File: config.mk
export PLATFORM = sky130hd
export DESIGN_NAME = thor2021_insn_queue
export DESIGN_NICKNAME = d
export VERILOG_FILES = /design/src/rtl/thor2021_insn_queue.sv
export SDC_FILE = /design/constraint.sdc
export NUM_CORES = 1
export LEC_CHECK = 0
export BUFFER_PORTS_ARGS = -buffer_cell sky130_fd_sc_hd__buf_2
export CORE_AREA = 4 4 240 300
export CTS_BUF_LIST = sky130_fd_sc_hd__clkbuf_8
export DETAILED_ROUTE_END_ITERATION = 7
export DIE_AREA = 0 0 244 304
export GPL_TIMING_DRIVEN = 1
export PLACE_DENSITY = 0.78
export SYNTH_ARGS = -nofsm -noshare
export SYNTH_HDL_FRONTEND = slang
export SYNTH_SLANG_ARGS = --single-unit
File: constraint.sdc
create_clock -name clk_i -period 9.2 [get_ports clk_i]
set_clock_uncertainty 0.2 [all_clocks]
set_input_delay 0.46 -clock clk_i [delete_from_list [all_inputs] [get_ports clk_i]]
set_output_delay 0.46 -clock clk_i [all_outputs]
set_load 0.01 [all_outputs]
File: src/rtl/thor2021_insn_queue.sv
// -----------------------------------------------------------------------------
// thor2021_insn_queue
//
// Instruction queue between the fetch/align stage and the instruction decoder.
// Fetched 48-bit instructions are stored together with their PCs in a circular
// buffer. An immediate-extension prefix (EXI7/EXI23/EXI41) at the head is fused
// with the instruction that follows it, so the decoder receives both words in
// one transfer: ir_o holds the instruction and xir_o holds the prefix. When two
// prefixes are back to back, the older one has nothing to extend. It is
// discarded and pfx_drop_o pulses.
//
// Ports
//   clk_i, rst_ni    core clock, asynchronous active-low reset
//   flush_i          redirect: discard all queued entries
//   fetch_valid_i    fetch presents fetch_insn_i / fetch_pc_i
//   fetch_ready_o    queue has room (registered occupancy only)
//   fetch_insn_i     instruction word, opcode in [7:0]
//   fetch_pc_i       PC of fetch_insn_i
//   dec_valid_o      ir_o / xir_o / pc_o are valid
//   dec_ready_i      decoder takes the presented instruction
//   ir_o             instruction to decode (never a prefix)
//   xir_o            fused prefix word, or NOP_INSN when there is no prefix
//   pc_o             PC of the prefix when fused, else PC of ir_o
//   count_o          current occupancy, 0..DEPTH
//   pfx_drop_o       one-cycle pulse, in the cycle after a prefix was dropped
//
// DEPTH must be a power of two and at least 4. With at least 4 entries, a
// prefix at the head always leaves room for its successor.
// -----------------------------------------------------------------------------

package thor2021_insn_queue_pkg;

  // Immediate-extension prefix opcodes.
  localparam logic [7:0] OP_EXI7  = 8'h50;
  localparam logic [7:0] OP_EXI23 = 8'h51;
  localparam logic [7:0] OP_EXI41 = 8'h52;
  localparam logic [7:0] OP_NOP   = 8'hF1;

  // Word placed on xir_o when the presented instruction has no prefix.
  localparam logic [47:0] NOP_INSN = {40'd0, OP_NOP};

  function automatic logic is_pfx(input logic [47:0] insn);
    return (insn[7:0] == OP_EXI7) || (insn[7:0] == OP_EXI23) ||
           (insn[7:0] == OP_EXI41);
  endfunction

endpackage

module thor2021_insn_queue
  import thor2021_insn_queue_pkg::*;
#(
  parameter int DEPTH = 8,
  parameter int AW    = 64
) (
  input  logic                       clk_i,
  input  logic                       rst_ni,
  input  logic                       flush_i,
  input  logic                       fetch_valid_i,
  output logic                       fetch_ready_o,
  input  logic [47:0]                fetch_insn_i,
  input  logic [AW-1:0]              fetch_pc_i,
  output logic                       dec_valid_o,
  input  logic                       dec_ready_i,
  output logic [47:0]                ir_o,
  output logic [47:0]                xir_o,
  output logic [AW-1:0]              pc_o,
  output logic [$clog2(DEPTH):0]     count_o,
  output logic                       pfx_drop_o
);

  localparam int PW = $clog2(DEPTH);
  localparam int CW = PW + 1;

  typedef struct packed {
    logic [47:0]   insn;
    logic [AW-1:0] pc;
  } entry_t;

  // ---------------------------------------------------------------------------
  // State
  // ---------------------------------------------------------------------------
  entry_t        mem [DEPTH];
  logic [PW-1:0] rd_ptr_q;
  logic [PW-1:0] wr_ptr_q;
  logic [CW-1:0] count_q;
  logic          pfx_drop_q;

  // ---------------------------------------------------------------------------
  // Head evaluation (combinational from registered state only)
  // ---------------------------------------------------------------------------
  entry_t head0;
  entry_t head1;
  logic   head0_pfx;
  logic   head1_pfx;
  logic   fused;
  logic   drop_req;

  assign head0     = mem[rd_ptr_q];
  assign head1     = mem[rd_ptr_q + PW'(1)];
  assign head0_pfx = is_pfx(head0.insn);
  assign head1_pfx = is_pfx(head1.insn);

  // NOTE: every output of this block gets a default first, so no path
  // through the if/else tree can leave a value unassigned and infer a latch.
  always_comb begin
    dec_valid_o = 1'b0;
    ir_o        = head0.insn;
    xir_o       = NOP_INSN;
    pc_o        = head0.pc;
    fused       = 1'b0;
    drop_req    = 1'b0;
    if (count_q != '0) begin
      if (!head0_pfx) begin
        dec_valid_o = 1'b1;
      end else if (count_q >= CW'(2)) begin
        // head1 is only meaningful once a second entry exists.
        if (!head1_pfx) begin
          dec_valid_o = 1'b1;
          fused       = 1'b1;
          ir_o        = head1.insn;
          xir_o       = head0.insn;
        end else begin
          // The older prefix is followed by another prefix, so it has no
          // instruction to extend.
          drop_req = 1'b1;
        end
      end
      // A lone prefix at the head waits for its successor.
    end
  end

  // ---------------------------------------------------------------------------
  // Handshakes
  // ---------------------------------------------------------------------------
  logic       enq;
  logic       deq;
  logic       drop;
  logic [1:0] rd_step;

  // Depends on the registered count only, so there is no path from dec_ready_i.
  assign fetch_ready_o = (count_q < CW'(DEPTH));

  // flush_i overrides every other state change in the same cycle.
  assign enq  = fetch_valid_i & fetch_ready_o & ~flush_i;
  assign deq  = dec_valid_o & dec_ready_i & ~flush_i;
  assign drop = drop_req & ~flush_i;

  // A drop needs dec_valid_o=0, so it can never coincide with a dequeue.
  always_comb begin
    rd_step = 2'd0;
    if (deq)       rd_step = fused ? 2'd2 : 2'd1;
    else if (drop) rd_step = 2'd1;
  end

  // ---------------------------------------------------------------------------
  // Storage
  // ---------------------------------------------------------------------------
  // NOTE: the entry array has no reset. An entry is only read after it has
  // been written, and leaving it unreset keeps it a plain RAM.
  always_ff @(posedge clk_i) begin
    if (enq) mem[wr_ptr_q] <= '{insn: fetch_insn_i, pc: fetch_pc_i};
  end

  // ---------------------------------------------------------------------------
  // Pointers, occupancy, drop pulse
  // ---------------------------------------------------------------------------
  // NOTE: sequential state uses non-blocking assignments only. Every register
  // then samples pre-edge values, whatever order the blocks are evaluated in.
  always_ff @(posedge clk_i or negedge rst_ni) begin
    if (!rst_ni) begin
      rd_ptr_q   <= '0;
      wr_ptr_q   <= '0;
      count_q    <= '0;
      pfx_drop_q <= 1'b0;
    end else if (flush_i) begin
      rd_ptr_q   <= '0;
      wr_ptr_q   <= '0;
      count_q    <= '0;
      pfx_drop_q <= 1'b0;
    end else begin
      // Pointers are DEPTH-wide powers of two, so wrap is natural overflow.
      rd_ptr_q   <= rd_ptr_q + PW'(rd_step);
      if (enq) wr_ptr_q <= wr_ptr_q + PW'(1);
      count_q    <= count_q + CW'(enq) - CW'(rd_step);
      pfx_drop_q <= drop;
    end
  end

  assign count_o    = count_q;
  assign pfx_drop_o = pfx_drop_q;

  // ---------------------------------------------------------------------------
  // Design invariants
  // ---------------------------------------------------------------------------
  a_count_bound : assert property (@(posedge clk_i) disable iff (!rst_ni)
    count_q <= CW'(DEPTH));

  a_drop_excl : assert property (@(posedge clk_i) disable iff (!rst_ni)
    !(deq && drop));

endmodule

After elaboration in Yosys (flattened, before gate mapping):

Memories as Yosys holds them, arrays and structs flattened.
Index checks and enable logic that the tools add are counted.

* equal/unequal tests: 6
* mux-type cells: 28
* bitwise operators: 6
* order comparisons: 2
* reductions and logical operators: 6
* add/subtract/negate cells: 5

Operators with widths (count)
* two-way mux 48 bit: 8
* == test 8 x 7 -> 1 bit, second input constant: 6
* two-way mux 1 bit: 14
* two-way mux 3 bit: 3
* adder 3 x 1 -> 3 bit, second input constant: 2
* AND 1 bit: 5
* adder 4 x 1 -> 4 bit: 1
* >= comparator 4 x 2 -> 1 bit, second input constant: 1
* logical OR 1 bit: 4
* < comparator 4 bit, second input constant: 1
* two-way mux 2 bit: 2
* two-way mux 4 bit: 1
* nonzero test 4 bit: 1
* subtractor 4 x 2 -> 4 bit: 1
* adder 3 x 2 -> 3 bit: 1
* nonzero test 2 bit: 1
* NOT 1 bit: 1

* output and inout bits: 167
* input port bits: 117
* word-level logic and storage cells: 58
* bits in writable memories: 896
* memories: 1
* register bits: 11

Memories
* mem: words 8, width 112, rd ports 2, clocked after memory_dff 0, write ports 1, RTL line 82 `entry_t mem [DEPTH];`

Longest topological paths before layout:

Gate-level depths: netlist (run 1).
An unclocked memory read counts as a cell.

* word-level depth: 14
* depth in mapped cells: 16
* depth with buffers taken out: 14

Worst setup path after synthesis (run 1):

No wires, ideal clock.

* path type: register -> register
* start: register count_q[3], in the netlist count_o[3]
* end: memory mem[0][0] (netlist name), enable pin
* required time: 8.280 ns
* cell stages (with the launch flop): 7
* path slack: -0.384 ns
* library setup time: 0.720 ns
* arrival: 8.664 ns
* path buffers: 0
* cells stage by stage: dfrtp_1 -> inv_1 -> nand2_1 -> nor2_1 -> inv_1 -> or2_2 -> nor3_1

* word-level cells in the longest chain between the ends: 5

RTL lines
* start: declaration: RTL line 85 `logic [CW-1:0] count_q;`
* start signal: assignment: RTL line 184 `count_q <= count_q + CW'(enq) - CW'(rd_step);`
* < comparator 4 bit: RTL line 141 `assign fetch_ready_o = (count_q < CW'(DEPTH));`
* via fetch_ready_o: RTL line 59 `output logic fetch_ready_o,`
* AND 1 bit (2 in series): RTL line 144 `assign enq = fetch_valid_i & fetch_ready_o & ~flush_i;`
* two-way mux 1 bit: RTL line 161 `if (enq) mem[wr_ptr_q] <= '{insn: fetch_insn_i, pc: fetch_pc_i};`
* two-way mux 1 bit (implied by the code): RTL line 161
* end: declaration: RTL line 82

The timed path passes the listed nets, and every way through them passes these cells.

Worst setup path in the final report (run 1):

* start: register rd_ptr_q[0]
* end: output port ir_o[7]

* word-level cells in the longest chain between the ends: 9

RTL lines
* start: declaration: RTL line 83 `logic [PW-1:0] rd_ptr_q;`
* start signal: assignment: RTL line 182 `rd_ptr_q <= rd_ptr_q + PW'(rd_step);`
* adder 3 x 1 -> 3 bit: RTL line 99 `assign head1 = mem[rd_ptr_q + PW'(1)];`
* memory read (8 x 112 bit) (*)
* == test 8 x 7 -> 1 bit: RTL line 43 `return (insn[7:0] == OP_EXI7) || (insn[7:0] == OP_EXI23) ||`
* logical OR 1 bit (2 in series): RTL line 43
* two-way mux 48 bit: RTL line 117 `if (!head1_pfx) begin`
* two-way mux 48 bit: RTL line 115 `end else if (count_q >= CW'(2)) begin`
* two-way mux 48 bit: RTL line 113 `if (!head0_pfx) begin`
* two-way mux 48 bit (*): RTL line 112 `if (count_q != '0) begin`
* end: declaration: RTL line 64 `output logic [47:0] ir_o,`

Every way passes the cells marked *; elsewhere a longest branch is shown, timed or not.

==> results of run 1 <==
==> cell usage in the layout, fill, tap and decap left out, drive strengths merged, types with 5 or more instances in the layout <==
| master | netlist | final |
|---|---|---|
| bufinv | 0 | 5 |
| diode | 0 | 6 |
| nor2b | 6 | 6 |
| nor2 | 57 | 57 |
| o21ai | 5 | 5 |
| mux4 | 320 | 320 |
| mux2i | 138 | 138 |
| dlygate4sd3 | 0 | 118 |
| clkinv | 0 | 52 |
| dfrtp | 11 | 11 |
| edfxtp | 896 | 896 |
| buf | 49 | 303 |
| nand2 | 11 | 11 |
| ha | 9 | 9 |
| clkbuf | 52 | 142 |
| inv | 10 | 53 |
| mux2 | 64 | 64 |
==> power by group <==
part | switching (mW) | internal (mW) | total [mW]
clock network | 1.54 | 1.59 | 3.13
registers | 0.0741 | 4.67 | 4.74
logic | 0.818 | 0.851 | 1.67
total | 2.43 | 7.12 | 9.55
==> cell usage after synthesis, types with 3 or more instances <==
cell      count  share of area
edfxtp_1    896           0.71
mux4_2      320           0.19
mux2i_1     138          0.037
mux2_2       64          0.019
nor2_1       56         0.0056
clkbuf_1     52         0.0052
buf_2        26         0.0034
buf_1        11         0.0011
dfrtp_1      11         0.0073
nand2_1      11         0.0011
ha_1          9         0.0030
inv_1         8        0.00080
buf_4         6         0.0012
buf_6         6         0.0018
nor2b_1       6         0.0010
o21ai_0       5        0.00066
nand2b_1      4        0.00066
a21oi_1       3        0.00040
xnor2_1       3        0.00070
xor2_1        3        0.00070
==> cells by family after synthesis <==
kind of cell / synth area share
xor+xnor: 0.00139
simple gates: 0.0106
flops: 0.721
buf+inv: 0.0138
compound gates: 0.00252
other cells: 0.000199
fa+ha+maj: 0.00405
mux: 0.247
==> final timing paths <==
check                                    from          end  slack (ns)  depth (start not counted)
worst max-delay path              rd_ptr_q[0]      ir_o[7]        2.66                         10
worst min-delay path            fetch_pc_i[6]    mem[2][6]        0.26                          2
worst max register to register    rd_ptr_q[0]   count_o[3]        3.54                         14
worst min register to register    wr_ptr_q[0]  wr_ptr_q[0]        0.42                          2
max in group asynchronous              rst_ni  rd_ptr_q[1]        7.88                          3
min in group asynchronous              rst_ni   count_o[3]        0.53                          3
==> per-layer routing <==
metal,part of all wire,up-vias
li1,-,8039
met1,0.38,10043
met2,0.52,828
met3,0.079,117
met4,0.019,2
met5,0.00016,-
==> per-stage QoR <==
| stage | std cells | util |
|---|---|---|
| CTS | 3162 | 0.635 |
| global placement | 2799 | 0.580 |
| floorplan | 1662 | - |
| global route | 3166 | 0.635 |
| finish | 3168 | 0.635 |
| detailed placement | 2799 | 0.580 |
==> layout make-up <==
cell class,instances,area [um2]
Tap cell,935,1170
Timing Repair Buffer,421,2810
Multi-Input combinational cell,644,10100
Clock buffer,142,1950
Antenna cell,6,15.0
Clock inverter,103,643
Fill cell,4583,25200
Sequential cell,907,27200
Inverter,10,40.0
==> flip-flops by register name, indices dropped and copies added (netlist names) <==
signal / count
wr_ptr_q: 3
rd_ptr_q: 3
count_o: 4
mem: 896
pfx_drop_o: 1
==> flow_metrics.env, run 1 <==
export IMPL_htree_levels=4
export IMPL_crit_type="reg -> out"
export IMPL_core_mm2=0.0692
export IMPL_initial_core_util=0.545
export IMPL_grt_use_met2=0.384
export IMPL_portBuffers=279
export IMPL_maxSlewViolCount=0
export IMPL_synthToLayoutAreaGrowth_pct=16.5
export IMPL_syn_area_mm2=0.0377
export IMPL_final_layout_size_suffix_gt1_frac=0.395
export IMPL_synth_async_sr_flop_share=0.0121
export IMPL_synth_cells=1660
export IMPL_maxCapViolCount=0
export IMPL_power_static_leakage_nw=14.0
export IMPL_finalCritPeriodShare=0.711
export IMPL_post_drt_wl_per_cell_um=25.8
export IMPL_row_count=108
export IMPL_grt_busiest_layer="met2"
export IMPL_synth_edff_count=896
export IMPL_setup_slack_ns=2.66
export IMPL_die_y_um=304
export IMPL_grt_max_degree=156
export IMPL_ctsResizeCount=0
export IMPL_hold_buffers=118
export IMPL_finalHoldViolCount=0
export IMPL_grt_pass1_wl_um=126000
export IMPL_globalplace_congestion=0.775
export IMPL_fin_crit_ns=6.54
export IMPL_crit_family="buffers and inverters"
export IMPL_yosysSeqAreaShare=0.721
export IMPL_ys_types=38
export IMPL_grt_usage=0.224
export IMPL_drc=0
export IMPL_vias_per_cell=6.01
export IMPL_worstPathCellList="buf_12 -> mux4_2 -> mux2i_1 -> nor2_1 -> nand4bb_1 -> nor2_8 -> buf_4 -> inv_4 -> o21ai_0 -> buf_2"
export IMPL_clk_pin_slew_ns=0.06
export IMPL_numCtsBuffers=141
export IMPL_antenna_left=0
export IMPL_relSlewSlack=0.261
export IMPL_dpl_worst_slack_ns=3.22
export IMPL_rsz0062_at_grt="false"
export IMPL_fmax_ghz=0.153
export IMPL_grt_ovfl_total=0
export IMPL_insertion_delay_ns=0.79
export IMPL_finalSetupViolations=0
export IMPL_hold_path_class="in -> reg"
export IMPL_die_area_mm2=0.0742
export IMPL_num_nets_final=2253
export IMPL_holdWs_ns=0.263
export IMPL_use_met3=0.0575
export IMPL_status="completed"
export IMPL_cts_root_buf="clkbuf_8"
export IMPL_cp_arrival_ns=5.88
export IMPL_total_power_mw=9.55
export IMPL_crit_path_max_incr_delay_ns=1.06
export IMPL_antenna_found_initial=6
export IMPL_syn_area_per_cell_um2=22.7
export IMPL_num_vias=19029
export IMPL_grt_use_met1=0.289
export IMPL_grt_pass1_vias=20594
export IMPL_tritoncts="yes"
export IMPL_wirelength_um=81600
export IMPL_dp_hpwl_um=44600
export IMPL_stdcell_area_mm2=0.0439
export IMPL_synth_warnings=0
export IMPL_first_pass_iters=5
export IMPL_path_max_fanout=155
export IMPL_crit_path_top_delay_cell="dfrtp_4"
export IMPL_cts_sinks=907
export IMPL_ys_flop_type="edfxtp_1"
export IMPL_p_per_area_mw_per_mm2=217
export IMPL_finalSetupTns_ns=0
export IMPL_drt_initial_drc_count=1515
export IMPL_endpoint_kind="output pin"
export IMPL_ios=284
export IMPL_place_area_mm2=0.0402
export IMPL_worstPathRequired_ns=8.54
export IMPL_irDropWorstVdd_v=0.000160
export IMPL_synth_seq_cells=907
export IMPL_start_kind="register"
export IMPL_clockBufferDepth=3
export IMPL_fp_dieW_um=244
export IMPL_post_cts_buffers=0
export IMPL_critPathBufInv=4
export IMPL_worst_pin_slew_ns=1.11
No activity file was read; power rests on OpenSTA's default activity.
==> inputs of run 2 (changes only) <==
Settings changed: PLACE_DENSITY 0.78 to 0.75.
Clock period 9.2 ns to 6.1 ns, I/O delays scaled along.
==> flow_metrics.env, run 2 (synthesis results as in run 1) <==
export IMPL_portBuffers=279
export IMPL_vias_per_cell=5.97
export IMPL_startpoint="rd_ptr_q[0]"
export IMPL_timing_rr_start="rd_ptr_q[0]"
export IMPL_path_max_fanout=67
export IMPL_initial_core_util=0.545
export IMPL_globalplace_congestion=0.742
export IMPL_final_cells=3176
export IMPL_drt_initial_drc_count=1552
export IMPL_crit_type="reg -> out"
export IMPL_wirelength_um=82100
export IMPL_final_layout_size_suffix_gt1_frac=0.398
export IMPL_relSlewSlack=0.300
export IMPL_grt_pass1_wl_um=126000
export IMPL_cp_arrival_ns=4.98
export IMPL_tritoncts="yes"
export IMPL_worstPathRequired_ns=5.59
export IMPL_start_kind="register"
export IMPL_grt_pass1_vias=20584
export IMPL_drc=0
export IMPL_worst_hold_startpoint="fetch_insn_i[18]"
export IMPL_power_static_leakage_nw=14.0
export IMPL_place_area_mm2=0.0402
export IMPL_final_common_cell="edfxtp_1"
export IMPL_antenna_left=0
export IMPL_maxCapViolCount=0
export IMPL_clockBufferDepth=3
export IMPL_ctsResizeCount=0
export IMPL_post_drt_wl_per_cell_um=25.8
export IMPL_htree_levels=4
export IMPL_core_mm2=0.0692
export IMPL_first_pass_iters=5
export IMPL_post_cts_buffers=0
export IMPL_num_nets_final=2254
export IMPL_endpoint_kind="output pin"
export IMPL_worst_pin_slew_ns=1.05
export IMPL_die_y_um=304
export IMPL_die_area_mm2=0.0742
export IMPL_ios=284
export IMPL_row_count=108
export IMPL_finalSetupViolations=0
export IMPL_synthToLayoutAreaGrowth_pct=16.6
export IMPL_num_vias=18968
export IMPL_fp_dieW_um=244
export IMPL_irDropWorstVdd_v=0.000268
export IMPL_r2r_slack_ns=1.64
export IMPL_fin_crit_ns=5.48
export IMPL_hold_path_class="in -> reg"
export IMPL_dp_hpwl_um=44300
export IMPL_dp_cells=2801
export IMPL_cts_root_buf="clkbuf_8"
export IMPL_insertion_delay_ns=0.77
export IMPL_grt_max_degree=124
export IMPL_largest_reg_flops=896
export IMPL_layout_common_cells="896 x edfxtp_1, 320 x mux4_2, 279 x buf_2"
export IMPL_finalHoldViolCount=0
export IMPL_grt_ovfl_total=0
export IMPL_clk_pin_slew_ns=0.06
export IMPL_largest_register="mem"
export IMPL_antenna_found_initial=11
export IMPL_fmax_ghz=0.182
export IMPL_maxSlewViolCount=0
export IMPL_numCtsBuffers=140
export IMPL_status="completed"
export IMPL_finalCritPeriodShare=0.899
export IMPL_p_per_area_mw_per_mm2=326
export IMPL_cts_sinks=907
export IMPL_rsz0062_at_grt="false"
export IMPL_grt_usage=0.225
export IMPL_stdcell_area_mm2=0.0440
[run 2: cell types whose count changed in the layout (fill, tap and decap cells not counted)]
cell / previous run / this run
inv_1: 45 / 46
diode_2: 6 / 10
clkinv_2: 13 / 20
clkbuf_8: 142 / 148
clkinv_8: 5 / 0
buf_12: 4 / 6
bufinv_16: 5 / 4
inv_8: 2 / 0
clkinv_1: 34 / 29
clkinvlp_4: 3 / 5
inv_6: 4 / 3
[run 2: power by group]
group	switching (mW)	internal, mW	total, mW
Sequential	0.0663	7.04	7.11
Clock	2.26	2.41	4.67
Combinational	1.26	1.29	2.55
[run 2: layout make-up]
type	count	area [um2]
fill	4752	25200
tap	935	1170
sequential	907	27200
antenna	10	25.0
clock inverter	99	536
inverter	10	40.0
timing repair buffer	423	2850
multi-input combinational	644	10100
clock buffer	148	2040
[run 2: what timing repair did]
| action | CTS | global route |
|---|---|---|
| endpoints found under the hold margin | 918 | 0 |
| hold buffers | 118 | 0 |
| endpoints found under the setup margin | 0 | 0 |
[run 2: path summary, 6_finish.rpt]
kind	end	depth (start not counted)
worst min register to register	wr_ptr_q[0]	2
worst max register to register	count_o[3]	14
worst min-delay path	mem[0][82]	2
max in group asynchronous	rd_ptr_q[1]	3
worst max-delay path	ir_o[25]	9
min in group asynchronous	rd_ptr_q[2]	3
[run 2: routing by layer]
layer | vias to the layer above | wire length (um) | global-route usage
li1 | 8042 | - | -
met1 | 10077 | 32100 | 0.294
met2 | 708 | 42400 | 0.380
met3 | 137 | 5860 | 0.0553
met4 | 4 | 1680 | 0.0662
met5 | - | 21 | 0
[run 2: worst max-delay path, stage by stage, from the launching register on]
cell,delay [ns]
dfrtp_4,0.43
buf_4,0.80
mux4_2,0.42
mux2i_1,0.29
nor2_1,0.15
nand4bb_1,0.45
nor2_8,0.23
buf_4,0.69
mux2i_1,0.39
buf_2,0.20
[run 2: stage by stage]
| stage | worst slack (ns) | util | TNS, ns | total power [mW] | hold slack, ns |
|---|---|---|---|---|---|
| after global routing | 0.292 | 0.635 | 0 | 15.0 | 0.0921 |
| final | 0.619 | 0.636 | 0 | 14.3 | 0.138 |
| after CTS | 0.534 | 0.635 | 0 | 14.5 | 0.0461 |
| after detailed placement | 1.42 | 0.581 | 0 | 9.76 | -0.00441 |
| after global placement | 1.48 | 0.581 | 0 | 9.71 | -0.00646 |
| after floorplan | -0.455 | - | -156.92 | 9.05 | -0.191 |
